### config.mk
export PLATFORM = sky130hd
export DESIGN_NAME = stopwatch_ctrl
export DESIGN_NICKNAME = d
export VERILOG_FILES = /design/src/rtl/stopwatch_ctrl.sv
export SDC_FILE = /design/constraint.sdc
export NUM_CORES = 1
export LEC_CHECK = 0
export ABC_AREA = 1
export BUFFER_PORTS_ARGS = -buffer_cell sky130_fd_sc_hd__buf_4
export CAP_MARGIN = 20
export CORE_ASPECT_RATIO = 0.7
export CORE_MARGIN = 2
export CORE_UTILIZATION = 45
export DETAILED_ROUTE_END_ITERATION = 6
export GPL_ROUTABILITY_DRIVEN = 0
export GPL_TIMING_DRIVEN = 0
export PLACE_DENSITY = 0.6
export SETUP_SLACK_MARGIN = 0.02
export SLEW_MARGIN = 20
export SYNTH_ARGS = -nofsm -noshare
export SYNTH_HDL_FRONTEND = slang
export SYNTH_SLANG_ARGS = --single-unit
### constraint.sdc
create_clock -name clk -period 3.13 [get_ports clk]
set_input_delay 0.1565 -clock clk [delete_from_list [all_inputs] [get_ports clk]]
set_output_delay 0.1565 -clock clk [all_outputs]
set_load 0.01 [all_outputs]
### src/rtl/stopwatch_ctrl.sv
// Stopwatch front panel: button sync/debounce, run/lap FSM and display path.
// Optional `STOPWATCH_CTRL_AUTOSTOP_EN halts the timer at 59:59 instead of wrapping.
module stopwatch_ctrl #(
    parameter int DEB_CYCLES = 500000,
    parameter int DEB_W      = 20
) (
    input  logic       clk,
    input  logic       rst,
    input  logic       btn_ss,
    input  logic       btn_lap,
    input  logic [5:0] sec_in,
    input  logic [5:0] min_in,
    output logic       sw_start,
    output logic       sw_stop,
    output logic       sw_clear,
    output logic [5:0] disp_sec,
    output logic [5:0] disp_min,
    output logic       lap_active,
    output logic [1:0] state
);

    typedef enum logic [1:0] {
        IDLE   = 2'd0,
        RUN    = 2'd1,
        LAP    = 2'd2,
        PAUSED = 2'd3
    } state_t;

    state_t state_q, state_n;

    // index 0 = start/stop, index 1 = lap/clear
    logic [1:0]            sync1, sync2, stable, stable_d;
    logic [1:0][DEB_W-1:0] deb_cnt;
    logic [1:0]            press;

    logic       ss_ev, lap_ev, at_limit;
    logic       start_n, stop_n, clear_n, snap;
    logic [5:0] lap_sec, lap_min;

    always_ff @(posedge clk or posedge rst) begin
        if (rst) begin
            sync1    <= '0;
            sync2    <= '0;
            stable   <= '0;
            stable_d <= '0;
            deb_cnt  <= '0;
        end else begin
            sync1    <= {btn_lap, btn_ss};
            sync2    <= sync1;
            stable_d <= stable;
            for (int i = 0; i < 2; i++) begin
                if (sync2[i] == stable[i]) begin
                    deb_cnt[i] <= '0;
                end else if (deb_cnt[i] == DEB_W'(DEB_CYCLES - 1)) begin
                    stable[i]  <= sync2[i];
                    deb_cnt[i] <= '0;
                end else begin
                    deb_cnt[i] <= deb_cnt[i] + 1'b1;
                end
            end
        end
    end

    assign press  = stable & ~stable_d;
    assign ss_ev  = press[0];
    assign lap_ev = press[1];

`ifdef STOPWATCH_CTRL_AUTOSTOP_EN
    assign at_limit = (sec_in == 6'd59) && (min_in == 6'd59);
`else
    assign at_limit = 1'b0;
`endif

    always_comb begin
        state_n = state_q;
        start_n = 1'b0;
        stop_n  = 1'b0;
        clear_n = 1'b0;
        snap    = 1'b0;
        unique case (state_q)
            IDLE: begin
                if (ss_ev) begin
                    start_n = 1'b1;
                    state_n = RUN;
                end else if (lap_ev) begin
                    clear_n = 1'b1;
                end
            end
            RUN: begin
                if (at_limit || ss_ev) begin
                    stop_n  = 1'b1;
                    state_n = PAUSED;
                end else if (lap_ev) begin
                    snap    = 1'b1;
                    state_n = LAP;
                end
            end
            LAP: begin
                if (at_limit || ss_ev) begin
                    stop_n  = 1'b1;
                    state_n = PAUSED;
                end else if (lap_ev) begin
                    state_n = RUN;
                end
            end
            PAUSED: begin
                if (ss_ev) begin
                    start_n = 1'b1;
                    state_n = RUN;
                end else if (lap_ev) begin
                    clear_n = 1'b1;
                    state_n = IDLE;
                end
            end
            default: state_n = IDLE;
        endcase
    end

    always_ff @(posedge clk or posedge rst) begin
        if (rst) begin
            state_q    <= IDLE;
            sw_start   <= 1'b0;
            sw_stop    <= 1'b0;
            sw_clear   <= 1'b0;
            lap_active <= 1'b0;
            lap_sec    <= '0;
            lap_min    <= '0;
            disp_sec   <= '0;
            disp_min   <= '0;
        end else begin
            state_q    <= state_n;
            sw_start   <= start_n;
            sw_stop    <= stop_n;
            sw_clear   <= clear_n;
            lap_active <= (state_n == LAP);
            if (snap) begin
                lap_sec <= sec_in;
                lap_min <= min_in;
            end
            if (state_q == LAP) begin
                disp_sec <= lap_sec;
                disp_min <= lap_min;
            end else begin
                disp_sec <= sec_in;
                disp_min <= min_in;
            end
        end
    end

    assign state = state_q;

endmodule

After elaboration in Yosys (flattened, before gate mapping)
Index checks and enable logic that the tools add are counted.
{"block": "totals", "out_inout_bits": 18, "inputBits": 16, "elab_cells": 56, "register_bits": 78, "n_memories": 0, "latchBits": 0, "ram_bits": 0, "mem_bits_ro": 0}
{"block": "classes", "n_addsub": 2, "shifts": 0, "bitwise": 4, "n_mux": 21, "eq_ne": 8, "multipliers": 0, "n_reduce_logical": 5, "n_lt_le_gt_ge": 0, "div": 0}
{"op": "20-bit 2-to-1 mux", "n": 4}
{"op": "20-bit by 1-bit adder with 20-bit output, second input constant", "n": 2}
{"op": "20-bit by 19-bit equality test with 1-bit output, second input constant", "n": 2}
{"op": "2-bit 2-to-1 mux", "n": 7}
{"op": "6-bit 2-to-1 mux", "n": 2}
{"op": "2-bit case mux with 4 select lines", "n": 1}
{"op": "1-bit 2-to-1 mux", "n": 7}
{"op": "2-bit equality test, second input constant", "n": 3}
{"op": "2-bit AND reduction", "n": 2}
{"op": "2-bit OR reduction", "n": 2}
{"op": "2-bit AND", "n": 1}
{"op": "1-bit equality test", "n": 2}
{"op": "2-bit by 1-bit equality test with 1-bit output, second input constant", "n": 1}
{"op": "2-bit zero test", "n": 1}
{"op": "1-bit inverter", "n": 2}
{"op": "2-bit inverter", "n": 1}

Logic depth before layout (Yosys ltp)
Gate-level depths: netlist (run 1).
{"block": "depth", "ltp_word": 6, "mapped_depth": 9, "mapped_depth_nobuf": 9}

Least setup slack after synthesis (run 1)
OpenSTA, ideal clock, no wires.
{"block": "synth_timing", "path_type": "flip-flop to flip-flop", "from": "reg state_q[0] (netlist: state[0])", "to": "reg disp_sec[0]", "t_arrival_ns": 1.293, "period_less_slack_ns": 1.376, "required_ns": 3.047, "stages_incl_launch_ff": 7, "path_slack_ns": 1.754, "n_path_buf": 2, "setup_ns": 0.083, "cell_sequence": "dfrtp_1 -> inv_1 -> ha_1 -> clkbuf_1 -> clkbuf_1 -> nand2_1 -> o21ai_0"}
{"block": "synth_between", "elab_chain_cells": 2}
{"element": "start, declared", "line_no": "29", "text": "state_t state_q, state_n;"}
{"element": "start signal, assigned", "line_no": "131", "text": "state_q <= state_n;"}
{"element": "2-bit equality test", "line_no": "140", "text": "if (state_q == LAP) begin"}
{"element": "6-bit 2-to-1 mux", "line_no": "140"}
{"element": "end signal, assigned", "line_no": "141", "text": "disp_sec <= lap_sec;"}
{"element": "end signal, assigned", "line_no": "144", "text": "disp_sec <= sec_in;"}
{"element": "end, declared", "line_no": "16", "text": "output logic [5:0] disp_sec,"}
No other way between the ends.
A chain may end at the register's enable or synchronous reset.

Worst setup path after layout (run 1)
{"block": "layout_timing", "from": "reg state_q[0] (netlist: state[0])", "to": "reg disp_sec[1]"}
The elaborated chain is that of the path after synthesis.

==> metrics.cfg, run 1 <==
[grt]
grt_pass1_wl_um = 13500
antenna_found_initial = 0
grt_max_degree = 56
grt_util_all_layers_pct = 18.5
grt_pass1_vias = 2950
overflow = 0

[pwr]
power_leakage_uw = 0.00217
p_per_area_nw_per_um2 = 467
total_power_uw = 2150
ir_drop_mv = 0.328

[clock_tree]
clockBufferDepth = 2
post-cts-setup-buffer-count = 0
cts.sinks = 78
htree_levels = 3
post_cts_resized = 0
insertion_delay_ps = 330
cts-root-buf = clkbuf_16
cts_tree = done
clk_pin_slew_ps = 60
cts_buffers = 9

[drt]
drt-pass1-iter-count = 4
routedWlPerCell_um = 12.2
vias = 3011
ant_nets = 0
drt_wl_total_um = 7740
drtIter0Drc = 224
drc = 0
viasPerCell = 4.76

[worst_setup_path]
critPathCaptureType = register
startpoint_type = register
required_ps = 3320
reg2regPathDepth = 5
worstPathArrival_ps = 1890
r2r_start = state[0]$_DFF_PP0_
crit_type = register to register
worstReg2RegEnd = disp_sec[1]$_DFF_PP0_
crit_fanout = 10
r2r_slack_ps = 1420

[logic_synthesis]
synth_warnings = 0
postSynthCellCount = 476
synth_area_um2 = 3860
synth_area_leaders = dfrtp_1 51%, nand2_1 9.8%, nor2_1 9.3%
synth_most_common_cell = nand2_1
synth_compound_area_share_pct = 5.05
synthMuxAreaShare_pct = 0
synth_nets = 498
synth_top_cell_by_area = dfrtp_1
synth_common_cells = 101 x nand2_1, 96 x nor2_1, 78 x dfrtp_1
synth-seq-cells = 78
synth-adder-area-share_pct = 1.94
synth_xor_area_share_pct = 4.50
synth-async-reset-ratio_pct = 100
ys_types = 29
synth_edf_count = 0
syn_area_per_cell_um2 = 8.12
synth_ff_type = dfrtp_1
yosysTopAreaCellShare_pct = 50.5
synth_top_family_by_area = simple AND/OR/NAND/NOR gates
synth-simple-area-share_pct = 31.3
ys_seq_area_share_pct = 50.5

[floorplan]
io_pins = 34
dieHeight_um = 81.5
dieArea_um2 = 9350
die_w_um = 115
core_area_um2 = 8410
start_util_pct = 46.0
std_cell_rows = 28

[cells_and_area]
nets = 546
final_cells = 633
drive_gt1_share_pct = 17.0
area_growth_pct = 18.9
antenna_cells = 0

[worst_hold_path]
min_to = disp_min[3]$_DFF_PP0_
hold_path_class = input pin to register
hold_start = min_in[3]
hold_depth = 3

[timing]
rsz0062_at_grt = false
timing.setup.tns_ps = 0
worstMarginPinSlew_ps = 465
slew_headroom_pct = 69.0
skew_ps = 7.18
fmax_mhz = 586
period_needed_ps = 1710
period_share_pct = 54.5
hold_violations = 0
setup_viol = 0
slew_violations = 0

[placed_design]
hpwl_um = 5620
port_buffers = 33
dp_cells = 615

[job]
maxCapViolations = 0

[status]
outcome = finished clean

cell families (layout without fill, tap and decap cells):
| family | Yosys count | after routing |
|---|---|---|
| fa+ha+maj | 6 | 6 |
| buf+inv | 66 | 118 |
| xor+xnor | 19 | 19 |
| flops | 78 | 78 |
| simple gates | 269 | 269 |
| compound gates | 38 | 38 |
critical path, cell delays in order (launching register included):
cell and delay (ps):
dfrtp_1 420, inv_1 120, ha_1 150, clkbuf_1 310
clkbuf_1 390, o21ai_0 180
what timing repair did:
item | CTS | global route
endpoints found under the hold margin | 25 | 0
hold buffers | 3 | 0
setup endpoints to repair | 0 | 0
cells in the final DEF (no fill, tap or decap), types with 9 or more instances in the layout:
cell type	Yosys	routed
buf_4	0	33
clkbuf_16	0	9
dfrtp_1	78	78
inv_1	56	55
nand2_1	101	101
nand2_2	13	13
nand3_1	26	26
nor2_1	96	96
o21ai_0	29	29
xor2_1	11	11
stage by stage:
stage | hold WS, ps | setup WS, ps | instance area [um2] | utilization, %
after global routing | 102 | 1170 | 4590 | 54.6
after CTS | 77.8 | 1410 | 4590 | 54.6
after floorplan | 188 | 978 | 3860 | -
after global placement | 275 | 0.343 | 4240 | 50.5
final | 84.3 | 1420 | 4590 | 54.6
after detailed placement | 155 | 1420 | 4270 | 50.8
registers in the layout, summed over array words and instances, names as in the netlist, 6 cells and up:
name and cells:
disp_sec 6, deb_cnt 40, lap_sec 6, disp_min 6, lap_min 6
how the worst max path moves through the flow:
stage	startpoint	end	slack (ps)	cells after the start
floorplan	rst	deb_cnt[0]$_DFF_PP0_	980	1
global placement	rst	deb_cnt[24]$_DFF_PP0_	0.3	2
detailed placement	state[0]$_DFF_PP0_	disp_sec[1]$_DFF_PP0_	1420	6
CTS	state[0]$_DFF_PP0_	disp_sec[1]$_DFF_PP0_	1410	6
global route	state[0]$_DFF_PP0_	disp_sec[1]$_DFF_PP0_	1170	6
finish	state[0]$_DFF_PP0_	disp_sec[1]$_DFF_PP0_	1420	5
per-layer routing:
layer | up-vias | part of all wire (%) | global-route usage [%] | routed length, um
met4 | 0 | 1.4 | 6.63 | 109
met5 | - | 0 | 0 | 0
met3 | 13 | 4.4 | 5.24 | 340
met2 | 54 | 42 | 27.2 | 3270
met1 | 1379 | 52 | 26.1 | 4020
li1 | 1565 | - | - | -
power breakdown:
group	internal, uW	leakage [uW]	switching (uW)
sequential	1030	0.000985	9.04
combinational	39.1	0.00104	54.1
clock	632	0.000141	388
layout make-up:
type                    count  area (um2)
fillers                   779        3810
flip-flops and latches     78        1950
multi-input cells         332        1650
repair buffers             37         305
clock buffers              11         243
inverters                  60         228
well taps                 105         131
clock inverters             4        47.5
plain buffers               6        32.5
Power figures use the tool's default switching activity.
==> inputs of run 2 (changes only) <==
==> constraint.sdc (replaced) <==
create_clock -name clk -period 1.7 [get_ports clk]
set_input_delay 0.085 -clock clk [delete_from_list [all_inputs] [get_ports clk]]
set_output_delay 0.085 -clock clk [all_outputs]
set_load 0.01 [all_outputs]
==> run 2 against run 1 <==
Effect of this change: critical path type unchanged; cell area up 0.90%; maximum frequency is 14% higher; worst setup slack worse by 1200 ps; combinational power is 90% higher; hold slack lost 71 ps; via count grew 0.33%; non-clock buffer count grew 1; register-to-register slack worse by 1200 ps; clock-buffer cell count increased by 1; largest power group is now the clock network; global-route usage down 0.073 points; wire length is 0.94% lower; highest routed layer unchanged; first-iteration DRC count is 29% lower.
==> metrics.cfg, run 2 (synthesis gave the netlist of run 1 again) <==
[timing]
hold_violations = 0
timing.setup.tns_ps = 0
setup_viol = 0
slew_violations = 0
slew_headroom_pct = 70.0
period_share_pct = 88.1
worstMarginPinSlew_ps = 448
rsz0062_at_grt = false
skew_ps = 6.99
period_needed_ps = 1500
fmax_mhz = 668

[pwr]
ir_drop_mv = 0.562
internal-power_uw = 3210
p_sw_share_pct = 20.3
p_per_area_nw_per_um2 = 869
switching_power_uw = 818
p_clk_share_pct = 48.3
power_leakage_uw = 0.00219
combinationalPowerShare_pct = 4.4
p_seq_share_pct = 47.3

[drt]
drc = 0
viasPerCell = 4.76
drt_wl_total_um = 7670
routedWlPerCell_um = 12.1
vias = 3021
ant_nets = 0
drtIter0Drc = 159
drt-pass1-iter-count = 4

[cells_and_area]
layout_commonest_cell = nand2_1
drive_gt1_share_pct = 17.8
layout_common_cells = 101 x nand2_1, 96 x nor2_1, 78 x dfrtp_1, 55 x inv_1, 33 x buf_4
antenna_cells = 0
regMostFlops = deb_cnt
largest_reg_flops = 40
area_growth_pct = 19.9
final_cell_area_um2 = 4630
nets = 547

[floorplan]
die_w_um = 115
core_area_um2 = 8410
io_pins = 34
dieHeight_um = 81.5
dieArea_um2 = 9350
start_util_pct = 46.0
std_cell_rows = 28

[placed_design]
port_buffers = 33
hpwl_um = 5800
post_dp_cell_area_um2 = 4290

[clock_tree]
clk_pin_slew_ps = 50
cts-root-buf = clkbuf_16
cts_buffers = 9
clockBufferDepth = 2
htree_levels = 3
cts_tree = done
cts.sinks = 78
insertion_delay_ps = 330

[worst_hold_path]
hold_path_class = input pin to register
hold_start = min_in[4]

[grt]
grt_util_all_layers_pct = 18.4
antenna_found_initial = 0
overflow = 0
grt_pass1_vias = 2851
grt_pass1_wl_um = 13400
grt_max_degree = 35

[worst_setup_path]
cp_slowest_cell = dfrtp_1
r2r_start = deb_cnt[20]$_DFF_PP0_
cpMostUsedCell = nor2_1
worstPathArrival_ps = 1710
crit_type = register to register
cp_num_buf_inv = 0
required_ps = 1920
path_cells = ha_1, nand2_1, nor2_1, nand3_2, nand2_2, nor2_1
max_stage_delay_ps = 360
crit_fanout = 7
cp_top_family = simple AND/OR/NAND/NOR gates
startpoint_type = register
startpoint = deb_cnt[20]$_DFF_PP0_
critPathCaptureType = register

[status]
outcome = finished clean

[job]
maxCapViolations = 0

-- run 2: through the flow --
| step | instances | utilization (%) | hold WS (ps) | worst slack [ps] | total power [uW] |
|---|---|---|---|---|---|
| after CTS | 635 | 55.1 | 4.86 | 39.3 | 4090 |
| after global placement | 614 | 50.5 | 195 | 60.8 | 2100 |
| after detailed placement | 616 | 51.0 | 92.7 | 18.6 | 2110 |
| final | 634 | 55.1 | 13.7 | 202 | 4030 |
| after global routing | 634 | 55.1 | 16.7 | 49.0 | 4200 |
| after floorplan | 476 | - | 116 | 324 | 2020 |
-- run 2: path summary, 6_finish.rpt --
check / end / slack, ps / cells past startpoint
worst max-delay path: deb_cnt[25]$_DFF_PP0_ / 200 / 6
worst min-delay path: disp_min[4]$_DFF_PP0_ / 10 / 3
worst max register to register: deb_cnt[25]$_DFF_PP0_ / 200 / 6
worst min register to register: sync2[1]$_DFF_PP0_ / 350 / 0
max in group asynchronous: deb_cnt[26]$_DFF_PP0_ / 940 / 4
min in group asynchronous: deb_cnt[2]$_DFF_PP0_ / 290 / 3
-- run 2: per-layer routing --
metal | GRT usage, % | wire [um] | vias to the layer above
met2 | 25.4 | 3230 | 54
met4 | 4.58 | 61 | 0
met1 | 27.4 | 3990 | 1395
met3 | 6.35 | 381 | 6
met5 | 0 | 0 | -
li1 | - | - | 1566
-- run 2: layout make-up --
class	instances	area, um2
Clock inverter	3	42.5
Timing Repair Buffer	39	328
Multi-Input combinational cell	332	1650
Buffer	5	31.3
Sequential cell	78	1950
Inverter	60	229
Tap cell	105	131
Fill cell	794	3770
Clock buffer	12	267
-- run 2: power by group through the flow --
stage / sequential, uW / combinational (uW) / clock (uW)
floorplan: 1940 / 80.9 / 0
global placement: 1940 / 163 / 0
detailed placement: 1940 / 175 / 0
CTS: 1900 / 183 / 2000
global route: 1910 / 203 / 2090
finish: 1900 / 177 / 1950
-- run 2: what timing repair did --
item	CTS	global route
endpoints found under the hold margin	14	0
cloned	0	0
hold buffers	4	0
resized for setup	1	2
setup endpoints to repair	4	14
setup buffers	0	0
-- run 2: worst reg2reg max path, stage by stage (launching register included) --
cell     delay (ps)
dfrtp_1         360
ha_1            230
nand2_1          90
nor2_1          210
nand3_2         200
nand2_2         220
nor2_1           80
==> inputs of run 3 (changes only) <==
--- a/config.mk
+++ b/config.mk
@@ -10,11 +10,12 @@
 export CAP_MARGIN = 20
 export CORE_ASPECT_RATIO = 0.7
 export CORE_MARGIN = 2
-export CORE_UTILIZATION = 45
+export CORE_UTILIZATION = 30
 export DETAILED_ROUTE_END_ITERATION = 6
 export GPL_ROUTABILITY_DRIVEN = 0
 export GPL_TIMING_DRIVEN = 0
-export PLACE_DENSITY = 0.6
+export HOLD_SLACK_MARGIN = 0.1
+export PLACE_DENSITY = 0.43
 export SETUP_SLACK_MARGIN = 0.02
 export SLEW_MARGIN = 20
 export SYNTH_ARGS = -nofsm -noshare
==> run 3 against run 2 <==
Effect of this change: first-iteration DRC count is 57% higher; sequential power hardly changed; cell area is 5.5% higher; critical endpoint is now deb_cnt[35]$_DFF_PP0_; largest cell class unchanged.
==> metrics.cfg, run 3 (synthesis gave the netlist of run 1 again) <==
[drt]
drt_wl_total_um = 8790
drtIter0Drc = 250
drt-pass1-iter-count = 4
drc = 0
ant_nets = 0
routedWlPerCell_um = 12.5
viasPerCell = 4.43
vias = 3116

[worst_setup_path]
worstPathArrival_ps = 1670
crit_fanout = 7
required_ps = 1920
cpMostUsedCell = nor2_1
cp_num_buf_inv = 0
startpoint_type = register
path_cells = ha_1, nand2_1, nor2_1, nand3_2, nand2_4, nor2_1
critPathCaptureType = register
r2r_slack_ps = 240
max_stage_delay_ps = 360
crit_type = register to register
cp_slowest_cell = dfrtp_1
cp_top_family = simple AND/OR/NAND/NOR gates

[pwr]
ir_drop_mv = 0.560
total_power_uw = 4340
p_seq_share_pct = 43.8
p_clk_share_pct = 51.4
p_sw_share_pct = 20.4
combinationalPowerShare_pct = 4.8
switching_power_uw = 883
power_leakage_uw = 0.00226
internal-power_uw = 3460
p_per_area_nw_per_um2 = 888

[cells_and_area]
layout_commonest_cell = nand2_1
antenna_cells = 0
nets = 559
layout_common_cells = 101 x nand2_1, 96 x nor2_1, 78 x dfrtp_1, 55 x inv_1, 33 x buf_4
area_growth_pct = 26.5
regMostFlops = deb_cnt
drive_gt1_share_pct = 17.7
largest_reg_flops = 40

[timing]
rsz0062_at_grt = false
slew_headroom_pct = 69.2
hold_violations = 0
slew_violations = 0
fin_ws_ps = 245
worstMarginPinSlew_ps = 461
skew_ps = 13.2
fmax_mhz = 687
period_share_pct = 85.6
setup_viol = 0
timing.setup.tns_ps = 0
period_needed_ps = 1460

[placed_design]
place_ws_ps = -63.4
port_buffers = 33
hpwl_um = 6650

[status]
outcome = finished clean

[clock_tree]
cts-root-buf = clkbuf_16
cts_tree = done
cts_buffers = 9
htree_levels = 3
clockBufferDepth = 2
clk_pin_slew_ps = 60
cts.sinks = 78
insertion_delay_ps = 340

[grt]
grt_pass1_vias = 2997
antenna_found_initial = 0
overflow = 0
grt_util_all_layers_pct = 13.5
grt_pass1_wl_um = 14800
grt_max_degree = 23

[job]
maxCapViolations = 0

[floorplan]
dieHeight_um = 99.0
io_pins = 34
core_area_um2 = 12500
dieArea_um2 = 13800
std_cell_rows = 34
die_w_um = 140
start_util_pct = 30.9

[worst_hold_path]
hold_path_class = input pin to asynchronous set/reset pin

-- run 3: cell types whose count changed in the layout (fill, tap and decap cells not counted), sizes merged --
cell         change
buf              +1
bufinv           +2
clkbuf           -2
dlygate4sd3     +11
inv              +1
clkinv           -1
-- run 3: area by class of cell --
class / instances / area [um2]
sequential: 78 / 1950
clock buffer: 10 / 239
tap: 162 / 203
buffer: 5 / 31.3
multi-input combinational: 332 / 1660
clock inverter: 5 / 106
inverter: 60 / 229
timing repair buffer: 51 / 465
fill: 1308 / 7620
-- run 3: timing repair --
| item | 4_1_cts | 5_1_grt |
|---|---|---|
| setup endpoints to repair | 12 | 20 |
| hold buffers | 15 | 0 |
| endpoints found under the hold margin | 44 | 0 |
| gates resized for setup | 2 | 2 |
| setup buffers | 0 | 0 |
-- run 3: power by group through the flow --
stage          Clock (uW)  Combinational, uW  Sequential, uW
3_5_place_dp            0                186            1940
6_report             2230                207            1900
5_1_grt              2380                236            1910
3_3_place_gp            0                168            1940
2_1_floorplan           0               80.9            1940
4_1_cts              2310                214            1900
-- run 3: layer usage --
metal	routed length [um]	part of all wire, %	vias up	track usage [%]
met5	0	0	-	0
met2	3550	40	57	18.3
met1	4900	56	1461	21.3
li1	-	-	1594	-
met4	61	0.69	0	3.23
met3	276	3.1	4	3.26
-- run 3: worst paths after layout --
kind,to,from,cells past startpoint
min,deb_cnt[21]$_DFF_PP0_,rst,3
min reg2reg,sync2[0]$_DFF_PP0_,sync1[0]$_DFF_PP0_,0
max,deb_cnt[35]$_DFF_PP0_,deb_cnt[21]$_DFF_PP0_,6
max reg2reg,deb_cnt[35]$_DFF_PP0_,deb_cnt[21]$_DFF_PP0_,6
min in group clk,sync2[0]$_DFF_PP0_,sync1[0]$_DFF_PP0_,0
max in group asynchronous,disp_min[1]$_DFF_PP0_,rst,6
-- run 3: worst min-delay path: cells and delay by family --
family / cells / cell delay, ps
buffers and inverters: 3 / 980
-- run 3: stage by stage --
step / cells / utilization, % / hold WS [ps] / cell area [um2]
after floorplan: 476 / - / 116 / 3870
after global placement: 671 / 34.5 / 196 / 4320
after detailed placement: 674 / 35.1 / 140 / 4390
after CTS: 704 / 39.0 / 342 / 4880
after global routing: 703 / 39.1 / 355 / 4890
final: 703 / 39.1 / 329 / 4890
